--- src/rtl/stream_cipher_pkg.sv ---
// ---------------------------------------------------------------------------
// stream_cipher_pkg
// Shared types and defaults for the stream_decipher block:
//   byte_t   - 8-bit data byte
//   state_t  - control FSM states (IDLE / ACTIVE / DRAIN)
//   DEFAULT_MAX_LEN, DEFAULT_FIFO_DEPTH - default parameter values
// ---------------------------------------------------------------------------
package stream_cipher_pkg;

    typedef logic [7:0] byte_t;

    typedef enum logic [1:0] {
        ST_IDLE   = 2'd0,
        ST_ACTIVE = 2'd1,
        ST_DRAIN  = 2'd2
    } state_t;

    localparam int unsigned DEFAULT_MAX_LEN    = 16;
    localparam int unsigned DEFAULT_FIFO_DEPTH = 4;

endpackage

--- src/rtl/cipher_fifo.sv ---
// ---------------------------------------------------------------------------
// cipher_fifo
// Synchronous FIFO holding plaintext bytes plus their end-of-message flag.
// Head entry is presented combinationally (first-word fall-through).
// Ports:
//   clk, rst_n         - clock, asynchronous active-low reset
//   i_flush            - discard all entries (wins over push/pop)
//   i_push, i_data,
//   i_last             - write one entry (ignored when full)
//   i_pop              - remove head entry (ignored when empty)
//   o_data, o_last     - head entry, forced to zero while empty
//   o_empty, o_full    - occupancy flags
// DEPTH must be a power of two (2..16) so pointers wrap naturally.
// ---------------------------------------------------------------------------
module cipher_fifo
    import stream_cipher_pkg::*;
#(
    parameter int unsigned DEPTH = DEFAULT_FIFO_DEPTH
) (
    input  logic  clk,
    input  logic  rst_n,
    input  logic  i_flush,
    input  logic  i_push,
    input  byte_t i_data,
    input  logic  i_last,
    input  logic  i_pop,
    output byte_t o_data,
    output logic  o_last,
    output logic  o_empty,
    output logic  o_full
);

    localparam int unsigned AW = $clog2(DEPTH);

    logic [8:0]    r_mem [DEPTH];
    logic [AW-1:0] r_wr;
    logic [AW-1:0] r_rd;
    logic [AW:0]   r_count;

    logic          w_push;
    logic          w_pop;
    logic [8:0]    w_head;

    assign o_empty = (r_count == '0);
    assign o_full  = (r_count == (AW+1)'(DEPTH));

    assign w_push  = i_push & ~o_full  & ~i_flush;
    assign w_pop   = i_pop  & ~o_empty & ~i_flush;

    always_ff @(posedge clk or negedge rst_n) begin
        if (!rst_n) begin
            r_wr    <= '0;
            r_rd    <= '0;
            r_count <= '0;
        end else if (i_flush) begin
            r_wr    <= '0;
            r_rd    <= '0;
            r_count <= '0;
        end else begin
            if (w_push) r_wr <= r_wr + 1'b1;
            if (w_pop)  r_rd <= r_rd + 1'b1;
            if (w_push && !w_pop)
                r_count <= r_count + (AW+1)'(1);
            else if (w_pop && !w_push)
                r_count <= r_count - (AW+1)'(1);
        end
    end

    // Storage needs no reset: the count alone decides what is visible.
    always_ff @(posedge clk) begin
        if (w_push) r_mem[r_wr] <= {i_last, i_data};
    end

    assign w_head = r_mem[r_rd];
    assign o_data = o_empty ? '0 : w_head[7:0];
    assign o_last = ~o_empty & w_head[8];

endmodule

--- src/rtl/stream_decipher.sv ---
// ---------------------------------------------------------------------------
// stream_decipher
// Chained-XOR stream decipher: p = ct ^ chain (^ key), chain <- ct after
// every accepted byte, chain cleared on start. Plaintext is buffered in a
// cipher_fifo and drained on a valid/ready interface.
// Ports:
//   clk, rst_n                    - clock, asynchronous active-low reset
//   start                         - begin / restart (abort) a message
//   ct_data, ct_valid, ct_last,
//   ct_ready                      - ciphertext input handshake
//   pt_data, pt_valid, pt_last,
//   pt_ready                      - plaintext output handshake
//   busy                          - FSM not in IDLE
//   err_len                       - sticky: MAX_LEN bytes seen without ct_last
//   key (STREAM_DECIPHER_KEY_EN)  - per-message key, sampled on start
// Optional feature macro: STREAM_DECIPHER_KEY_EN (key port; key is 0x00 when
// undefined).
// ---------------------------------------------------------------------------
module stream_decipher
    import stream_cipher_pkg::*;
#(
    parameter int unsigned FIFO_DEPTH = DEFAULT_FIFO_DEPTH,
    parameter int unsigned MAX_LEN    = DEFAULT_MAX_LEN
) (
    input  logic       clk,
    input  logic       rst_n,
    input  logic       start,
    input  logic [7:0] ct_data,
    input  logic       ct_valid,
    input  logic       ct_last,
    output logic       ct_ready,
    output logic [7:0] pt_data,
    output logic       pt_valid,
    output logic       pt_last,
    input  logic       pt_ready,
    output logic       busy,
    output logic       err_len
`ifdef STREAM_DECIPHER_KEY_EN
  , input  logic [7:0] key
`endif
);

    localparam int unsigned CW = $clog2(MAX_LEN + 1);

    state_t        r_state;
    byte_t         r_chain;
    logic [CW-1:0] r_count;
    logic          r_err_len;
    byte_t         w_key;

    logic          w_accept;
    logic          w_at_max;
    logic          w_tag_last;
    byte_t         w_pt_byte;
    logic          w_fifo_empty;
    logic          w_fifo_full;

`ifdef STREAM_DECIPHER_KEY_EN
    byte_t r_key;

    always_ff @(posedge clk or negedge rst_n) begin
        if (!rst_n)     r_key <= '0;
        else if (start) r_key <= key;
    end

    assign w_key = r_key;
`else
    assign w_key = '0;
`endif

    // start masks ready so an abort never accepts a byte in the same cycle;
    // full masks ready even when the consumer pops this cycle.
    assign ct_ready   = (r_state == ST_ACTIVE) & ~w_fifo_full & ~start;
    assign w_accept   = ct_ready & ct_valid;
    assign w_at_max   = (r_count == CW'(MAX_LEN - 1));
    assign w_tag_last = ct_last | w_at_max;
    assign w_pt_byte  = ct_data ^ r_chain ^ w_key;

    always_ff @(posedge clk or negedge rst_n) begin
        if (!rst_n) begin
            r_state   <= ST_IDLE;
            r_chain   <= '0;
            r_count   <= '0;
            r_err_len <= 1'b0;
        end else if (start) begin
            r_state   <= ST_ACTIVE;
            r_chain   <= '0;
            r_count   <= '0;
            r_err_len <= 1'b0;
        end else begin
            unique case (r_state)
                ST_IDLE: ;
                ST_ACTIVE: begin
                    if (w_accept) begin
                        r_chain <= ct_data;
                        r_count <= r_count + CW'(1);
                        if (w_at_max && !ct_last) r_err_len <= 1'b1;
                        if (w_tag_last)           r_state   <= ST_DRAIN;
                    end
                end
                ST_DRAIN: begin
                    if (w_fifo_empty) r_state <= ST_IDLE;
                end
                default: r_state <= ST_IDLE;
            endcase
        end
    end

    cipher_fifo #(
        .DEPTH (FIFO_DEPTH)
    ) u_fifo (
        .clk     (clk),
        .rst_n   (rst_n),
        .i_flush (start),
        .i_push  (w_accept),
        .i_data  (w_pt_byte),
        .i_last  (w_tag_last),
        .i_pop   (pt_ready),
        .o_data  (pt_data),
        .o_last  (pt_last),
        .o_empty (w_fifo_empty),
        .o_full  (w_fifo_full)
    );

    assign pt_valid = ~w_fifo_empty;
    assign busy     = (r_state != ST_IDLE);
    assign err_len  = r_err_len;

endmodule

--- config.mk ---
export PLATFORM = sky130hd
export DESIGN_NAME = stream_decipher
export DESIGN_NICKNAME = d
export VERILOG_FILES = /design/src/rtl/stream_cipher_pkg.sv /design/src/rtl/cipher_fifo.sv /design/src/rtl/stream_decipher.sv
export SDC_FILE = /design/constraint.sdc
export NUM_CORES = 1
export LEC_CHECK = 0
export CORE_MARGIN = 3
export CORE_UTILIZATION = 55
export DETAILED_ROUTE_END_ITERATION = 10
export DONT_BUFFER_PORTS = 1
export PLACE_DENSITY = 0.77
export SYNTH_ARGS = -nofsm -noshare
export SYNTH_HDL_FRONTEND = slang
export SYNTH_SLANG_ARGS = --single-unit
--- constraint.sdc ---
create_clock -name clk -period 2.4 [get_ports clk]
set_input_delay 0.6 -clock clk [delete_from_list [all_inputs] [get_ports clk]]
set_output_delay 0.6 -clock clk [all_outputs]
set_load 0.02 [all_outputs]
[Word level (Yosys, flattened, before mapping)]
Memory sizes are Yosys's and may differ from the RTL's.
Cells that the tools add are included.
Storage, ports and cells
  register bits: 23
  bits in latches: 0
  RAM bits: 36
  ROM bits: 0
  input bits: 14
  output and inout bits: 13
  word-level logic and storage cells: 77
  memories: 1
Operators by class
  add/sub/neg operators: 5
  multipliers: 0
  divide/modulo/power cells: 0
  $lt $le $gt $ge: 0
  equal/unequal tests: 8
  shift-type cells: 0
  multiplexer cells: 25
  bitwise operators: 13
  reduce and logical (&&, ||, !) cells: 18
Memories
  u_fifo.r_mem: depth 4, width 9, read ports 1, clocked after memory_dff 0, wr ports 1, line cipher_fifo.sv:35  | logic [8:0] r_mem [DEPTH];
Operators with widths (count)
  2-to-1 mux 8 bit: 4
  2-to-1 mux 2 bit: 8
  2-to-1 mux 5 bit: 3
  nonzero test 2 bit: 6
  2-to-1 mux 3 bit: 3
  inequality test 3 x 2 -> 1 bit (second input constant): 3
  AND 1 bit: 8
  bitwise XOR 8 bit: 1
  2-to-1 mux 1 bit: 6
  one-hot mux 2 bit (3 select lines): 1
  adder 5 x 1 -> 5 bit (second input constant): 1
  == test 5 x 4 -> 1 bit (second input constant): 1
  adder 2 x 1 -> 2 bit (second input constant): 2
  AND reduction 4 bit: 1
  adder 3 x 1 -> 3 bit (second input constant): 1
  == test 3 bit (second input constant): 1
  logical AND 1 bit: 3
  zero test 1 bit: 3
  zero test 3 bit: 1
  inverter 1 bit: 3
  AND reduction 3 bit: 1
  nonzero test 3 bit: 1
  subtractor 3 x 1 -> 3 bit (second input constant): 1
  == test 2 x 1 -> 1 bit (second input constant): 1
  5 further kinds: 5

[Logic depth before layout (Yosys ltp)]
  word-level depth: 12
  mapped depth: 11
  mapped depth without buffers: 8

[Hierarchy]
A second synthesis with hierarchy kept.
Second synthesis, totals
  cell total of the unflattened synthesis: 207
  area, all modules: 2737.6 um^2
By module, submodules not included
  cipher_fifo: instances 1, cells an instance 119, area an instance 1919.3 um^2, seq. area each 1256.2 um^2
  stream_decipher: instances 1, cells an instance 88, area an instance 818.3 um^2, seq. area each 400.4 um^2

[Worst setup path after synthesis]
OpenSTA, ideal clock, no wires.
  kind: input to register
  start point: in start
  end point: reg u_fifo.r_count[1]
  library setup time: 125 ps
  data arrival time: 2425 ps
  data required time: 2275 ps
  path slack: -150 ps
  stages: 9
  buffers on the path: 3
  cell sequence: clkbuf_1 -> and4bb_2 -> and2_4 -> buf_6 -> buf_2 -> and2_1 -> fa_1 -> nor2_1 -> mux2_4
On the way
  cells in the longest elaborated chain, start to end: 8
  elaborated cells on any way between the ends: 13
  classes of those cells: mux (2); bitwise (6); reduce/logical (5)
Ends and longest elaborated chain
  start: declaration: line stream_decipher.sv:27  | input logic start,
  inverter 1 bit: line cipher_fifo.sv:47, cipher_fifo.sv:48, stream_decipher.sv:73
  AND 1 bit: line stream_decipher.sv:73  | assign ct_ready = (r_state == ST_ACTIVE) & ~w_fifo_full & ~start;
  AND 1 bit: line stream_decipher.sv:74  | assign w_accept = ct_ready & ct_valid;
  AND 1 bit (2 in a row): line cipher_fifo.sv:47  | assign w_push = i_push & ~o_full & ~i_flush;
  logical AND 1 bit or zero test 1 bit (tied branches): line cipher_fifo.sv:62, cipher_fifo.sv:64
  2-to-1 mux 3 bit or logical AND 1 bit (tied branches): line cipher_fifo.sv:62, cipher_fifo.sv:64
  2-to-1 mux 3 bit or nonzero test 3 bit (tied branches)
  end signal: assignment: line cipher_fifo.sv:63  | r_count <= r_count + (AW+1)'(1);
  end signal: assignment: line cipher_fifo.sv:65  | r_count <= r_count - (AW+1)'(1);
  end: declaration: line cipher_fifo.sv:38  | logic [AW:0] r_count;
Several ways; a longest one is shown, not always the timed one.
A chain may end at the register's enable or synchronous reset.

[Worst setup path in the final report]
  start point: reg u_fifo.r_rd[0]
  end point: out pt_data[0]
On the way
  cells in the longest elaborated chain, start to end: 2
Ends and longest elaborated chain
  start: declaration: line cipher_fifo.sv:37  | logic [AW-1:0] r_rd;
  start signal: assignment: line cipher_fifo.sv:61  | if (w_pop) r_rd <= r_rd + 1'b1;
  memory (4 x 9 bit)
  2-to-1 mux 8 bit: line cipher_fifo.sv:75  | assign o_data = o_empty ? '0 : w_head[7:0];
  end: declaration: line stream_decipher.sv:32  | output logic [7:0] pt_data,
Every way passes these cells.

==> results.cfg <==
[final_layout]
fin_nets = 222
syn2layout_area_growth_pct = 10.7
multi_input_area_um2 = 951
final_layout_size_suffix_gt1_share_pct = 18.0
final-seq-area_mm2 = 0.00166
fillers = 318
diodes = 0

[outcome]
status = finished clean

[grt]
grt_pass1_wl_um = 7400
grt_overflow = 0
grt_max_degree = 29
antenna_found_initial = 0
grt_pass1_vias = 1502
grt_usage_pct = 18.4

[route]
route.detailed.drc = 0
first_pass_iters = 5
vias = 1490
drt-initial-drc-count = 97
drt-wirelength-per-cell_um = 17.1
wirelength_um = 4640
antenna_left = 0
via_per_inst = 5.50

[setup_path]
crit_required_ns = 1.80
path_max_fanout = 7
timing.rr.start = u_fifo.r_count[1]$_DFFE_PN0P_
critPathCaptureType = primary output
arrival_ns = 1.64
worstReg2RegEnd = u_fifo.r_count[2]$_DFFE_PN0P_
reg2reg_depth = 7
crit_type = flip-flop to primary output
cp-start-kind = flip-flop
r2r_setup_slack_ns = 0.19

[synthesis]
seq_area_frac_synth_pct = 61.8
synth.area.mux_share_pct = 9.43
yosysTopAreaCell = edfxtp_1
synthCells = 195
ys_async_sr_fraction_pct = 39.0
synth_xor_area_share_pct = 4.85
netlist-cell-type-count = 35
synth_ff_type = edfxtp_1
ys_ff_latch = 59
synth_compound_area_share_pct = 3.59
syn_nets = 216
netlist_area_mm2 = 0.00268
synth_area_leaders = edfxtp_1 40%, dfrtp_1 21%, mux4_2 7.6%, xor2_1 3.9%, ha_1 2.8%
synth_top_cell_area_share_pct = 40.3
ys_warn_count = 0
synth-adder-area-share_pct = 3.55
synth_top_family_by_area = simple AND/OR/NAND/NOR gates
synth-simple-area-share_pct = 13.9
synth_edf_count = 36
avgSynthCellArea_um2 = 13.8

[timing]
skew_ns = 0.00810
drv_slew = 0
period_needed_ns = 2.24
period_share_pct = 93.2
fmax_ghz = 0.447
setup_violations = 0
finalHoldViolCount = 0
tightest_slew_ns = 1.10
rsz0062_at_grt = false
final.setup.worst_slack_ns = 0.164
hold_ws_ns = 0.335
relSlewSlack_pct = 26.3

[floorplanning]
row_count = 24
io_pins = 27
core_mm2 = 0.00453
dieArea_mm2 = 0.00575
start_util_pct = 59.1
die_h_um = 75.8
die-width_um = 75.8

[cts]
cts_buffers = 9
clock_latency_ns = 0.33
root_buffer = clkbuf_8
clock-sinks = 59
h-tree-depth = 3
cts_setup_buffers = 0
tritoncts = done
ctsLongestPathBuffers = 2
path_clk_slew_ns = 0.06

[hold_path]
worstHoldPathType = input port to flip-flop
holdCritStartpoint = start
holdPathStages = 1
min_to = u_fifo.r_wr[0]$_DFFE_PN0P_

[place]
io_buffers = 0
dp_hpwl_um = 3160
pre_cts_slack_ns = 0.129
gp_congestion = 0.839

[power]
peakVddDrop_mv = 0.712
power_per_cell_area_mw_per_mm2 = 1000
power_leakage_nw = 1.16

[job]
drv_cap = 0
## sequential cells by signal, indices dropped and copies added (netlist names)
| name | flops |
|---|---|
| u_fifo.r_mem | 36 |
| r_chain | 8 |
| err_len | 1 |
| u_fifo.r_count | 3 |
| r_state | 2 |
| r_count | 5 |
| u_fifo.r_rd | 2 |
| u_fifo.r_wr | 2 |
## synth_stat cells, types with 3 or more instances
cell / n
mux4_2: 9
ha_1: 6
buf_2: 3
dfrtp_1: 23
nand2_1: 13
nand2b_1: 11
nor2_1: 12
xor2_1: 12
and2_1: 10
o21ai_1: 9
edfxtp_1: 36
inv_1: 8
nand3_1: 5
and3_1: 6
clkbuf_1: 6
## report_power, final
part / switching (W) / total [W] / internal [W]
registers: 0.0000718 / 0.00127 / 0.00120
clock network: 0.000364 / 0.000945 / 0.000581
logic: 0.000446 / 0.000770 / 0.000323
total: 0.000882 / 0.00298 / 0.00210
## kinds of logic (layout without fill, tap and decap cells)
kind of cell	Yosys count	after routing
adders and majority gates	7	7
muxes	13	13
DFF	59	59
buffers and inverters	18	29
and+or+nand+nor	67	67
xor gates and xnor gates	14	14
AOI/OAI and AO/OA	17	17
## area by class of cell
type	instances	share of cell area, %
clock inverters	5	2.61
inverters	8	1.01
repair buffers	5	1.35
well taps	65	2.74
clock buffers	11	4.43
flip-flops and latches	59	55.8
multi-input cells	118	32.0
## routing by layer
metal  vias up  part of all wire, %  track usage, %
met1       733                   42            22.1
met4         0                 0.82            7.57
met2        50                   51            29.9
met5         -                    0               0
met3         5                  6.3            6.99
li1        702                    -               -
## worst max path at each step
stage	startpoint	to	slack, ns	depth (start not counted)
after floorplan	start	u_fifo.r_count[1]$_DFFE_PN0P_	-0.0006	9
after global placement	u_fifo.r_count[1]$_DFFE_PN0P_	u_fifo.r_count[2]$_DFFE_PN0P_	0.25	7
after detailed placement	u_fifo.r_count[1]$_DFFE_PN0P_	u_fifo.r_count[2]$_DFFE_PN0P_	0.13	7
after CTS	u_fifo.r_count[1]$_DFFE_PN0P_	u_fifo.r_count[2]$_DFFE_PN0P_	0.11	7
after global routing	u_fifo.r_count[1]$_DFFE_PN0P_	u_fifo.r_count[2]$_DFFE_PN0P_	0.07	7
final	u_fifo.r_rd[0]$_DFFE_PN0P_	pt_data[0]	0.16	3
## layout by cell type, fill, tap and decap left out, drive strengths merged, types with 6 or more instances in the layout
cell type,n
ha,6
nor2,12
o21ai,11
and2,11
clkbuf,11
dfrtp,23
inv,8
mux4,9
xor2,13
nand2b,11
edfxtp,36
and3,6
nand2,13
## what timing repair did
item                                    in CTS  in global routing
gates resized for setup                      0                  1
hold buffers                                 1                  0
endpoints found under the setup margin       0                  1
hold endpoints to repair                    23                  0
## critical path, stage by stage (launching register included)
cell and delay (ns):
dfrtp_1 0.35, buf_4 0.19, mux4_2 0.50, and2_1 0.26
## per-stage QoR
stage	cell area, um2	std cells	total power, W	TNS, ns	utilization (%)
global route	2970	271	0.00313	0	65.5
finish	2970	271	0.00298	0	65.5
global placement	2750	254	0.00201	0	60.6
CTS	2970	271	0.00300	0	65.4
detailed placement	2750	254	0.00205	0	60.6
floorplan	2700	195	0.00190	-0.000611	-
Note: power is estimated with default switching activity, not from simulation.
